## src/rtl/mod_dadda_mul_pkg.sv

```systemverilog
// Shared types and sizing for the multiplier scheduler: tag-pipe and response-FIFO entries.
package mod_dadda_mul_pkg;

  function automatic int id_width(int n);
    int w;
    w = $clog2(n);
    return (w < 1) ? 1 : w;
  endfunction

  localparam int SCHED_N_REQ     = 4;
  localparam int SCHED_DATA_W    = 24;
  localparam int SCHED_MUL_LAT   = 2;
  localparam int SCHED_RSP_DEPTH = 4;
  localparam int SCHED_ID_W      = id_width(SCHED_N_REQ);

  typedef struct packed {
    logic                  valid;
    logic [SCHED_ID_W-1:0] id;
  } sched_tag_t;

  typedef struct packed {
    logic [SCHED_ID_W-1:0]     id;
    logic [2*SCHED_DATA_W-1:0] product;
  } rsp_entry_t;

endpackage

```

## src/rtl/dadda_mul_sched_if.sv

```systemverilog
// Requester and response bus of the multiplier scheduler.
interface dadda_mul_sched_if
  import mod_dadda_mul_pkg::*;
#(
  parameter int N_REQ  = SCHED_N_REQ,
  parameter int DATA_W = SCHED_DATA_W,
  parameter int ID_W   = SCHED_ID_W
);
  // Handshakes: a transfer happens on a rising edge where valid & ready are both high;
  // valid is not allowed to depend on ready, and payload is only meaningful while valid.
  logic [N_REQ-1:0]        req_valid;
  logic [N_REQ-1:0]        req_ready;
  logic [N_REQ*DATA_W-1:0] req_a;
  logic [N_REQ*DATA_W-1:0] req_b;
  logic                    rsp_valid;
  logic                    rsp_ready;
  logic [ID_W-1:0]         rsp_id;
  logic [2*DATA_W-1:0]     rsp_p;

  modport master (
    output req_valid, req_a, req_b, rsp_ready,
    input  req_ready, rsp_valid, rsp_id, rsp_p
  );

  modport slave (
    input  req_valid, req_a, req_b, rsp_ready,
    output req_ready, rsp_valid, rsp_id, rsp_p
  );
endinterface

```

## src/rtl/dadda_mul_sched_rr_arbiter.sv

```systemverilog
// Round-robin arbiter: highest priority goes to the index after the last grant.
module rr_arbiter #(
  parameter int N  = 4,
  parameter int PW = (N > 1) ? $clog2(N) : 1
) (
  input  logic         clk,
  input  logic         rst_n,
  input  logic [N-1:0] req,
  input  logic         advance,
  output logic [N-1:0] grant,
  output logic [PW-1:0] grant_id
);
  // ptr_q is the index holding highest priority this cycle
  logic [PW-1:0] ptr_q, ptr_d;
  logic          found;
  int            idx;

  always_comb begin
    grant    = '0;
    grant_id = '0;
    found    = 1'b0;
    idx      = 0;
    for (int k = 0; k < N; k++) begin
      idx = int'(ptr_q) + k;
      if (idx >= N) idx = idx - N;
      if (!found && req[idx]) begin
        found       = 1'b1;
        grant[idx]  = 1'b1;
        grant_id    = PW'(idx);
      end
    end
  end

  always_comb begin
    ptr_d = ptr_q;
    if (advance && found) ptr_d = (int'(grant_id) == N - 1) ? '0 : grant_id + PW'(1);
  end

  always_ff @(posedge clk or negedge rst_n) begin
    if (!rst_n) ptr_q <= '0;
    else        ptr_q <= ptr_d;
  end
endmodule

```

## src/rtl/dadda_mul_sched.sv

```systemverilog
// Shares one pipelined signed multiplier between N_REQ requesters with a credit-protected
// response FIFO, so downstream stalls never drop a product.
module dadda_mul_sched
  import mod_dadda_mul_pkg::*;
#(
  parameter int N_REQ     = SCHED_N_REQ,
  parameter int DATA_W    = SCHED_DATA_W,
  parameter int MUL_LAT   = SCHED_MUL_LAT,
  parameter int RSP_DEPTH = SCHED_RSP_DEPTH
) (
  input  logic                clk,
  input  logic                rst_n,
  dadda_mul_sched_if.slave    bus,
  output logic                mul_valid,
  output logic [DATA_W-1:0]   mul_a,
  output logic [DATA_W-1:0]   mul_b,
  input  logic [2*DATA_W-1:0] mul_p,
  output logic                busy
);
  localparam int ID_W = id_width(N_REQ);
  localparam int CW   = $clog2(RSP_DEPTH + 1);
  localparam int PW   = (RSP_DEPTH > 1) ? $clog2(RSP_DEPTH) : 1;

  logic [N_REQ-1:0]  grant, ready;
  logic [ID_W-1:0]   grant_id, iss_id_q;
  logic              can_issue, issue, push, pop;
  logic [CW-1:0]     inflight_q, inflight_d, cnt_q, cnt_d;
  logic [CW:0]       used;
  logic              mul_valid_q;
  logic [DATA_W-1:0] mul_a_q, mul_b_q, sel_a, sel_b;
  logic [PW-1:0]     wr_q, rd_q;
  sched_tag_t        tag_q [MUL_LAT];
  rsp_entry_t        mem_q [RSP_DEPTH];

  rr_arbiter #(.N(N_REQ), .PW(ID_W)) u_arb (
    .clk      (clk),
    .rst_n    (rst_n),
    .req      (bus.req_valid),
    .advance  (issue),
    .grant    (grant),
    .grant_id (grant_id)
  );

  // Credit covers every product issued but not yet popped, so a push always finds room.
  assign used      = {1'b0, inflight_q} + {1'b0, cnt_q};
  assign can_issue = used < (CW + 1)'(RSP_DEPTH);
  assign ready     = grant & {N_REQ{can_issue & rst_n}};
  assign issue     = |(bus.req_valid & ready);
  assign push      = tag_q[MUL_LAT-1].valid;
  assign pop       = (cnt_q != '0) & bus.rsp_ready;

  always_comb begin
    sel_a      = bus.req_a[int'(grant_id)*DATA_W +: DATA_W];
    sel_b      = bus.req_b[int'(grant_id)*DATA_W +: DATA_W];
    inflight_d = inflight_q + CW'(issue) - CW'(push);
    cnt_d      = cnt_q + CW'(push) - CW'(pop);
  end

  always_ff @(posedge clk or negedge rst_n) begin
    if (!rst_n) begin
      mul_valid_q <= 1'b0;
      mul_a_q     <= '0;
      mul_b_q     <= '0;
      iss_id_q    <= '0;
      inflight_q  <= '0;
      cnt_q       <= '0;
      wr_q        <= '0;
      rd_q        <= '0;
      for (int i = 0; i < MUL_LAT; i++) tag_q[i] <= '0;
      for (int i = 0; i < RSP_DEPTH; i++) mem_q[i] <= '0;
    end else begin
      mul_valid_q <= issue;
      if (issue) begin
        mul_a_q  <= sel_a;
        mul_b_q  <= sel_b;
        iss_id_q <= grant_id;
      end
      // Stage 0 lines up with mul_valid; the last stage lines up with mul_p.
      tag_q[0] <= {mul_valid_q, iss_id_q};
      for (int i = 1; i < MUL_LAT; i++) tag_q[i] <= tag_q[i-1];
      if (push) begin
        mem_q[wr_q] <= {tag_q[MUL_LAT-1].id, mul_p};
        wr_q        <= (wr_q == PW'(RSP_DEPTH - 1)) ? '0 : wr_q + PW'(1);
      end
      if (pop) rd_q <= (rd_q == PW'(RSP_DEPTH - 1)) ? '0 : rd_q + PW'(1);
      inflight_q <= inflight_d;
      cnt_q      <= cnt_d;
    end
  end

  assign bus.req_ready = ready;
  assign bus.rsp_valid = (cnt_q != '0);
  assign bus.rsp_id    = mem_q[rd_q].id;
  assign bus.rsp_p     = mem_q[rd_q].product;
  assign mul_valid     = mul_valid_q;
  assign mul_a         = mul_a_q;
  assign mul_b         = mul_b_q;
  assign busy          = (inflight_q != '0) | (cnt_q != '0);
endmodule

```

## src/flat_wrapper.sv

```systemverilog
// flat-port wrapper written by rule: the top's interface ports become plain ports
module dadda_mul_sched_flat import mod_dadda_mul_pkg::*;
#(
  parameter int N_REQ     = SCHED_N_REQ,
  parameter int DATA_W    = SCHED_DATA_W,
  parameter int MUL_LAT   = SCHED_MUL_LAT,
  parameter int RSP_DEPTH = SCHED_RSP_DEPTH
)
  (clk, rst_n, mul_valid, mul_a, mul_b, mul_p, busy, bus_req_valid, bus_req_a, bus_req_b, bus_rsp_ready, bus_req_ready, bus_rsp_valid, bus_rsp_id, bus_rsp_p);
  dadda_mul_sched_if #(.N_REQ(N_REQ), .DATA_W(DATA_W), .ID_W((SCHED_ID_W))) bus_i ();
  input  logic clk;
  input  logic rst_n;
  output logic mul_valid;
  output logic [DATA_W-1:0] mul_a;
  output logic [DATA_W-1:0] mul_b;
  input  logic [2*DATA_W-1:0] mul_p;
  output logic busy;
  input wire logic [$bits(bus_i.req_valid)-1:0] bus_req_valid;
  input wire logic [$bits(bus_i.req_a)-1:0] bus_req_a;
  input wire logic [$bits(bus_i.req_b)-1:0] bus_req_b;
  input wire logic [$bits(bus_i.rsp_ready)-1:0] bus_rsp_ready;
  output wire logic [$bits(bus_i.req_ready)-1:0] bus_req_ready;
  output wire logic [$bits(bus_i.rsp_valid)-1:0] bus_rsp_valid;
  output wire logic [$bits(bus_i.rsp_id)-1:0] bus_rsp_id;
  output wire logic [$bits(bus_i.rsp_p)-1:0] bus_rsp_p;
  assign bus_i.req_valid = bus_req_valid;
  assign bus_i.req_a = bus_req_a;
  assign bus_i.req_b = bus_req_b;
  assign bus_i.rsp_ready = bus_rsp_ready;
  assign bus_req_ready = bus_i.req_ready;
  assign bus_rsp_valid = bus_i.rsp_valid;
  assign bus_rsp_id = bus_i.rsp_id;
  assign bus_rsp_p = bus_i.rsp_p;
  dadda_mul_sched #(.N_REQ(N_REQ), .DATA_W(DATA_W), .MUL_LAT(MUL_LAT), .RSP_DEPTH(RSP_DEPTH)) u_core (.clk(clk), .rst_n(rst_n), .bus(bus_i), .mul_valid(mul_valid), .mul_a(mul_a), .mul_b(mul_b), .mul_p(mul_p), .busy(busy));
endmodule
```

## config.mk

```make
export PLATFORM = sky130hd
export DESIGN_NAME = dadda_mul_sched_flat
export DESIGN_NICKNAME = d
export VERILOG_FILES = /design/src/rtl/mod_dadda_mul_pkg.sv /design/src/rtl/dadda_mul_sched_if.sv /design/src/rtl/dadda_mul_sched_rr_arbiter.sv /design/src/rtl/dadda_mul_sched.sv /design/src/flat_wrapper.sv
export SDC_FILE = /design/constraint.sdc
export NUM_CORES = 1
export LEC_CHECK = 0
export CAP_MARGIN = 5
export CELL_PAD_IN_SITES_DETAIL_PLACEMENT = 0
export CELL_PAD_IN_SITES_GLOBAL_PLACEMENT = 2
export CORE_MARGIN = 2
export CORE_UTILIZATION = 33
export DETAILED_ROUTE_END_ITERATION = 16
export PLACE_DENSITY_LB_ADDON = 0.1
export SLEW_MARGIN = 20
export SYNTH_ARGS = -nofsm -noshare
export SYNTH_HDL_FRONTEND = slang
export SYNTH_SLANG_ARGS = --single-unit
```

## constraint.sdc

```tcl
create_clock -name clk -period 5.34 [get_ports clk]
set_input_delay 1.068 -clock clk [delete_from_list [all_inputs] [get_ports clk]]
set_output_delay 1.068 -clock clk [all_outputs]
set_load 0.05 [all_outputs]
```

==> results of run 1 <==
[synthesized netlist by cell type, types with 5 or more instances]
master    number
mux2_2       205
buf_6          8
nor3b_1        5
ha_1          15
buf_12         5
xnor2_1        5
nor4_1       144
clkbuf_1      49
a211oi_1      96
nand2_1       16
dfrtp_1      269
mux4_2        52
buf_2         19
buf_1         26
inv_1         15
mux2_4        48
[per-stage QoR]
step	utilization (%)	worst slack (ps)	hold slack, ps	instances	area [um2]
6_report	45.37	413.6	346.6	1901	19030
4_1_cts	45.34	417.4	347.9	1897	19020
5_1_grt	45.35	237.0	355.4	1898	19020
3_5_place_dp	42.81	623.1	334.7	1842	17960
3_3_place_gp	42.81	623.6	331.2	1842	17960
2_1_floorplan	-	1280	331.2	1035	14000
[critical path: cells and delay by family, from the launching register on]
kind	cells	cell delay (ps)
buffers and inverters	2	1020
muxes	1	670
AOI/OAI and AO/OA	3	620
DFF	1	480
adders and majority gates	1	390
and+or+nand+nor	1	110
[per-layer routing]
metal	vias up	share of wire (%)	wire length [um]	GRT usage [%]
li1	4658	-	-	-
met1	5184	42	18270	25.13
met2	296	48	20720	31.71
met3	73	8.1	3538	6.809
met4	24	2.0	878	4.329
met5	-	0.35	152	0
[logic make-up after synthesis]
| kind of cell | synth area share (%) |
|---|---|
| AO/OA/AOI/OAI | 6.889 |
| multiplexers | 30.40 |
| flip-flops | 48.07 |
| XOR/XNOR | 0.3753 |
| buffers and inverters | 4.530 |
| AND/OR/NAND/NOR | 8.105 |
| adder cells (fa/ha/maj) | 1.626 |
[cell type report]
type | instances | share of cell area [%]
clock inverter | 11 | 0.7298
timing repair buffer | 375 | 19.88
multi-input combinational | 643 | 35.16
inverter | 16 | 0.3551
clock buffer | 44 | 4.859
tap | 539 | 3.544
antenna | 4 | 0.05260
sequential | 269 | 35.41
[worst max-delay path by stage]
stage                           from                to  slack, ps  cells past startpoint
3_3_place_gp        bus_req_valid[2]  bus_req_ready[3]        620                      7
3_5_place_dp        bus_req_valid[0]  bus_req_ready[3]        620                      7
6_report       u_core.u_arb.ptr_q[1]  bus_req_ready[3]        410                      8
4_1_cts        u_core.u_arb.ptr_q[1]  bus_req_ready[3]        420                      8
2_1_floorplan                   flop  bus_req_ready[0]       1280                      9
5_1_grt        u_core.u_arb.ptr_q[1]  bus_req_ready[3]        240                      8
[registers in the layout (all words and copies together), names as in the netlist, 2 cells and up, named ones only]
name / flops
u_core.wr_q: 2
u_core.inflight_q: 3
u_core.mem_q: 200
u_core.mul_b: 24
u_core.iss_id_q: 2
u_core.tag_q: 5
u_core.mul_a: 24
u_core.rd_q: 2
u_core.cnt_q: 3
[power by group]
part	total [W]	leakage, nW	switching (W)	internal, W
Clock	0.00220	0.524	0.000858	0.00134
Combinational	0.00822	3.72	0.00470	0.00353
Sequential	0.00380	3.16	0.000703	0.00309
==> flow_summary.yaml, run 1 <==
floorplan:
  initial_core_util_pct: 33.38
  boundaryPins: 352
  die_h_um: 210.0
  die_area_mm2: 0.04409
  std_cell_rows: 75
  chipWidth_um: 210.0
  coreArea_mm2: 0.04195
yosys:
  async_flop_share_pct: 100.0
  yosysTopAreaCell: "dfrtp_1"
  synth_top_flop_cell: "dfrtp_1"
  post_synth_main_area_contributors: "dfrtp_1 (48%), mux2_2 (16%), mux4_2 (8.4%)"
  synth.net_count: 1299
  synth-edff-count: 0
  unique_cell_type_count_in_the_yosys_netlist: 52
  ys_seq_elements: 269
  ys.warnings.count: 0
  synth_cells: 1035
  syn_area_mm2: 0.01400
  ys_seq_area_share_pct: 48.07
  synth.avg_cell_area_um2: 13.53
  post-synth-top-area-fraction_pct: 48.07
route:
  drt_pass1_iterations: 7
  drcViolationCount: 0
  drt_iter0_drc: 581
  routedWlPerCell_um: 22.91
  antenna_violating_nets_post_route: 0
  vias_per_cell: 5.384
  drt_wl_total_mm: 43.56
  detailroute.via_count: 10240
critical_path:
  worst-setup-path-type: "flop to primary output"
  critical-path-max-stage-delay_ps: 820
  chain_of_cells_forming_the_critical_path: "inv_1, ha_1, mux4_2, a211o_1, a22oi_1, a21oi_1, nor2_1, clkdlybuf4s50_1"
  timing.rr.start: "u_core.u_arb.ptr_q[1]"
  crit_path_top_delay_cell: "clkdlybuf4s50_1"
  worst_setup_end_kind: "primary output"
  start_kind: "flop"
  reg2regPathDepth: 12
  critical_path_required_ps: 4270
  r2r_end: "u_core.inflight_q[2]"
  ff2ff_setup_slack_ps: 1400
  cp_data_arrival_time_ps: 3860
  cp_max_fanout: 11
timing:
  report.final.hold_viol_count: 0
  clock.fmax_mhz: 203.0
  crit_share_post_route_pct: 92.25
  setup_repair_after_global_routing_missed_its_margin: "no"
  fin_skew_ps: 10.87
  slew_violations: 0
  max_slew.worst_pin.slew_ps: 1026
  max-slew-margin-rel_pct: 31.59
  finalSetupViolations: 0
  min_tclk_post_route_ps: 4926
  setup-tns-final_ps: 0
cells_and_area:
  multiInputGateArea_mm2: 0.006691
  area_growth_syn_to_layout_pct: 35.90
  layout_commonest_cell: "clkdlybuf4s50_1"
  layout.nets: 1600
  num-fill-cells: 3860
  area.sequential_mm2: 0.006739
  share_of_post_route_cells_with_drive_strength_above_1_pct: 29.75
  most-common-layout-cells: "clkdlybuf4s50_1 (349), dfrtp_1 (267), mux2_2 (205), nor4_1 (144), a211oi_1 (96)"
power:
  power_density_mw_per_mm2: 747.0
  ir_drop_mv: 0.3092
  p_leak_nw: 7.403
  totalPowerFinal_w: 0.01421
grt:
  gr_overflow_total: 0
  wire_length_of_the_first_global_routing_pass_mm: 66.56
  grt_util_all_layers_pct: 19.50
  first_global_vias: 10710
  antenna_found_initial: 16
  grt_start_max_net_pins: 163
hold_path:
  hold_path_end: "u_core.tag_q[1]"
  worstHoldStart: "u_core.tag_q[4]"
  hold_wc_path_type: "flop to flop"
  min_delay_path_depth: 0
clocking:
  clk_pin_slew_ps: 60
  numCtsBuffers: 31
  postCtsResizedCells: 0
  tritoncts: "done"
  worstSkewPairLatency_ps: 550
  holdBufCountCts: 0
  cts_setup_buffers: 0
  clockBufferDepth: 3
  clock_sink_count: 269
  cts_max_level: 1
  clk_root_buffer_cell: "clkbuf_16"
placed_design:
  dp_hpwl_mm: 29.51
  finalWeightedCongestion: 0.8215
  io_buffers: 351
run_status:
  outcome: "finished clean"
job:
  cap_violations: 0
(Power assumes the default switching activity.)
==> inputs of run 2 (changes only) <==
Settings changed: CORE_UTILIZATION 33 to 43, DONT_BUFFER_PORTS from default to 1.
==> flow_summary.yaml, run 2 (synthesis gave the netlist of run 1 again) <==
run_status:
  outcome: "finished clean"
cells_and_area:
  num-fill-cells: 2842
  layout.nets: 1242
  postLayoutCoreUtil_pct: 47.49
  largest_register_ffs: 200
  register_with_the_most_flip_flops: "u_core.mem_q"
  share_of_post_route_cells_with_drive_strength_above_1_pct: 39.82
  most-common-layout-cells: "dfrtp_1 (267), mux2_2 (205), nor4_1 (144), a211oi_1 (96), mux4_2 (52)"
  fin_cells: 1447
  layout_commonest_cell: "dfrtp_1"
  area_growth_syn_to_layout_pct: 9.499
power:
  ir_drop_mv: 0.4768
  power_density_mw_per_mm2: 841.3
  p_leak_nw: 6.011
  totalPowerFinal_w: 0.01290
route:
  detailroute.via_count: 8838
  drt_wl_total_mm: 36.36
  drcViolationCount: 0
  drt_pass1_iterations: 4
  drt_iter0_drc: 407
  antenna_violating_nets_post_route: 0
  routedWlPerCell_um: 25.13
  vias_per_cell: 6.108
timing:
  fin_ws_ps: 629.8
  slew_violations: 0
  setup-tns-final_ps: 0
  crit_share_post_route_pct: 88.21
  setup_repair_after_global_routing_missed_its_margin: "no"
  fin_skew_ps: 14.06
  report.final.hold_viol_count: 0
  max_slew.worst_pin.slew_ps: 908.3
  finalSetupViolations: 0
  min_tclk_post_route_ps: 4710
  max-slew-margin-rel_pct: 39.45
  clock.fmax_mhz: 212.3
placed_design:
  dp_hpwl_mm: 22.93
  numPlacedInstances: 1387
  post-place-ws_ps: 1143
  finalWeightedCongestion: 0.8097
  io_buffers: 0
critical_path:
  worst-setup-path-type: "flop to primary output"
  start_kind: "flop"
  cp.depth: 8
  cp_data_arrival_time_ps: 3640
  worst_setup_end_kind: "primary output"
  cp_max_fanout: 18
  critical_path_buf_inv_count: 2
  chain_of_cells_forming_the_critical_path: "inv_1, ha_1, mux4_2, or4b_1, o2111ai_2, a22oi_1, nor2_1, buf_4"
  crit_path_top_delay_cell: "dfrtp_1"
  critical_path_required_ps: 4270
  critical-path-max-stage-delay_ps: 840
  crit_family: "flip-flops"
  reg2regPathDepth: 12
grt:
  grt_util_all_layers_pct: 21.05
  grt_start_max_net_pins: 271
  wire_length_of_the_first_global_routing_pass_mm: 55.42
  first_global_vias: 9200
  gr_overflow_total: 0
  antenna_found_initial: 4
clocking:
  clock_sink_count: 269
  clk_root_buffer_cell: "clkbuf_16"
  tritoncts: "done"
  clk_pin_slew_ps: 60
  holdBufCountCts: 0
  postCtsResizedCells: 0
  numCtsBuffers: 31
  clockBufferDepth: 3
  cts_setup_buffers: 0
  cts_max_level: 1
  worstSkewPairLatency_ps: 550
floorplan:
  coreArea_mm2: 0.03229
  die_h_um: 184.5
  die_area_mm2: 0.03402
  chipWidth_um: 184.5
  std_cell_rows: 66
  initial_core_util_pct: 43.37
  boundaryPins: 352
job:
  cap_violations: 0
hold_path:
  hold_wc_path_type: "primary input to async pin"
[run 2: cell types whose count changed in the layout (fill, tap and decap cells not counted), moves of 2 or more]
cell	before	now
clkinvlp_4	2	0
clkdlybuf4s50_1	349	0
buf_12	7	3
buf_4	18	14
clkbuf_1	3	1
clkinv_2	5	7
[run 2: final timing paths]
check / end / slack [ps]
setup / recovery: bus_req_ready[0] / 630
setup reg to reg: u_core.inflight_q[2] / 1150
max in group asynchronous: u_core.mul_b[4] / 4680
hold / removal: u_core.mem_q[102] / 220
min in group clk: u_core.push / 350
hold reg to reg: u_core.push / 350
[run 2: area by class of cell]
cell class	instances	area [um2]	area share (%)
tap	442	553.0	3.607
multi-input combinational	643	6688	43.62
clock inverter	14	181.4	1.183
clock buffer	43	930.9	6.071
timing repair buffer	17	165.2	1.077
sequential	269	6739	43.95
inverter	16	67.56	0.4407
antenna	3	7.507	0.04896
[run 2: stage by stage]
step	hold slack (ps)	instance area, um2
after floorplan	331.2	14000
after global placement	333.3	14210
after detailed placement	338.1	14210
after CTS	180.8	15320
after global routing	181.8	15330
final	217.0	15330
[run 2: metal layers]
metal	GRT usage (%)	up-vias	share of wire [%]
met4	6.176	2	2.7
met1	26.68	4529	41
met5	0	-	0.044
met2	35.44	305	49
met3	5.493	55	7.4
li1	-	3947	-
[run 2: power by group]
part / internal, W / switching (W) / total [W] / leakage [nW]
Clock: 0.00141 / 0.000856 / 0.00226 / 0.559
Sequential: 0.00308 / 0.00150 / 0.00458 / 3.16
Combinational: 0.00243 / 0.00363 / 0.00606 / 2.30
Total: 0.00691 / 0.00598 / 0.0129 / 6.01
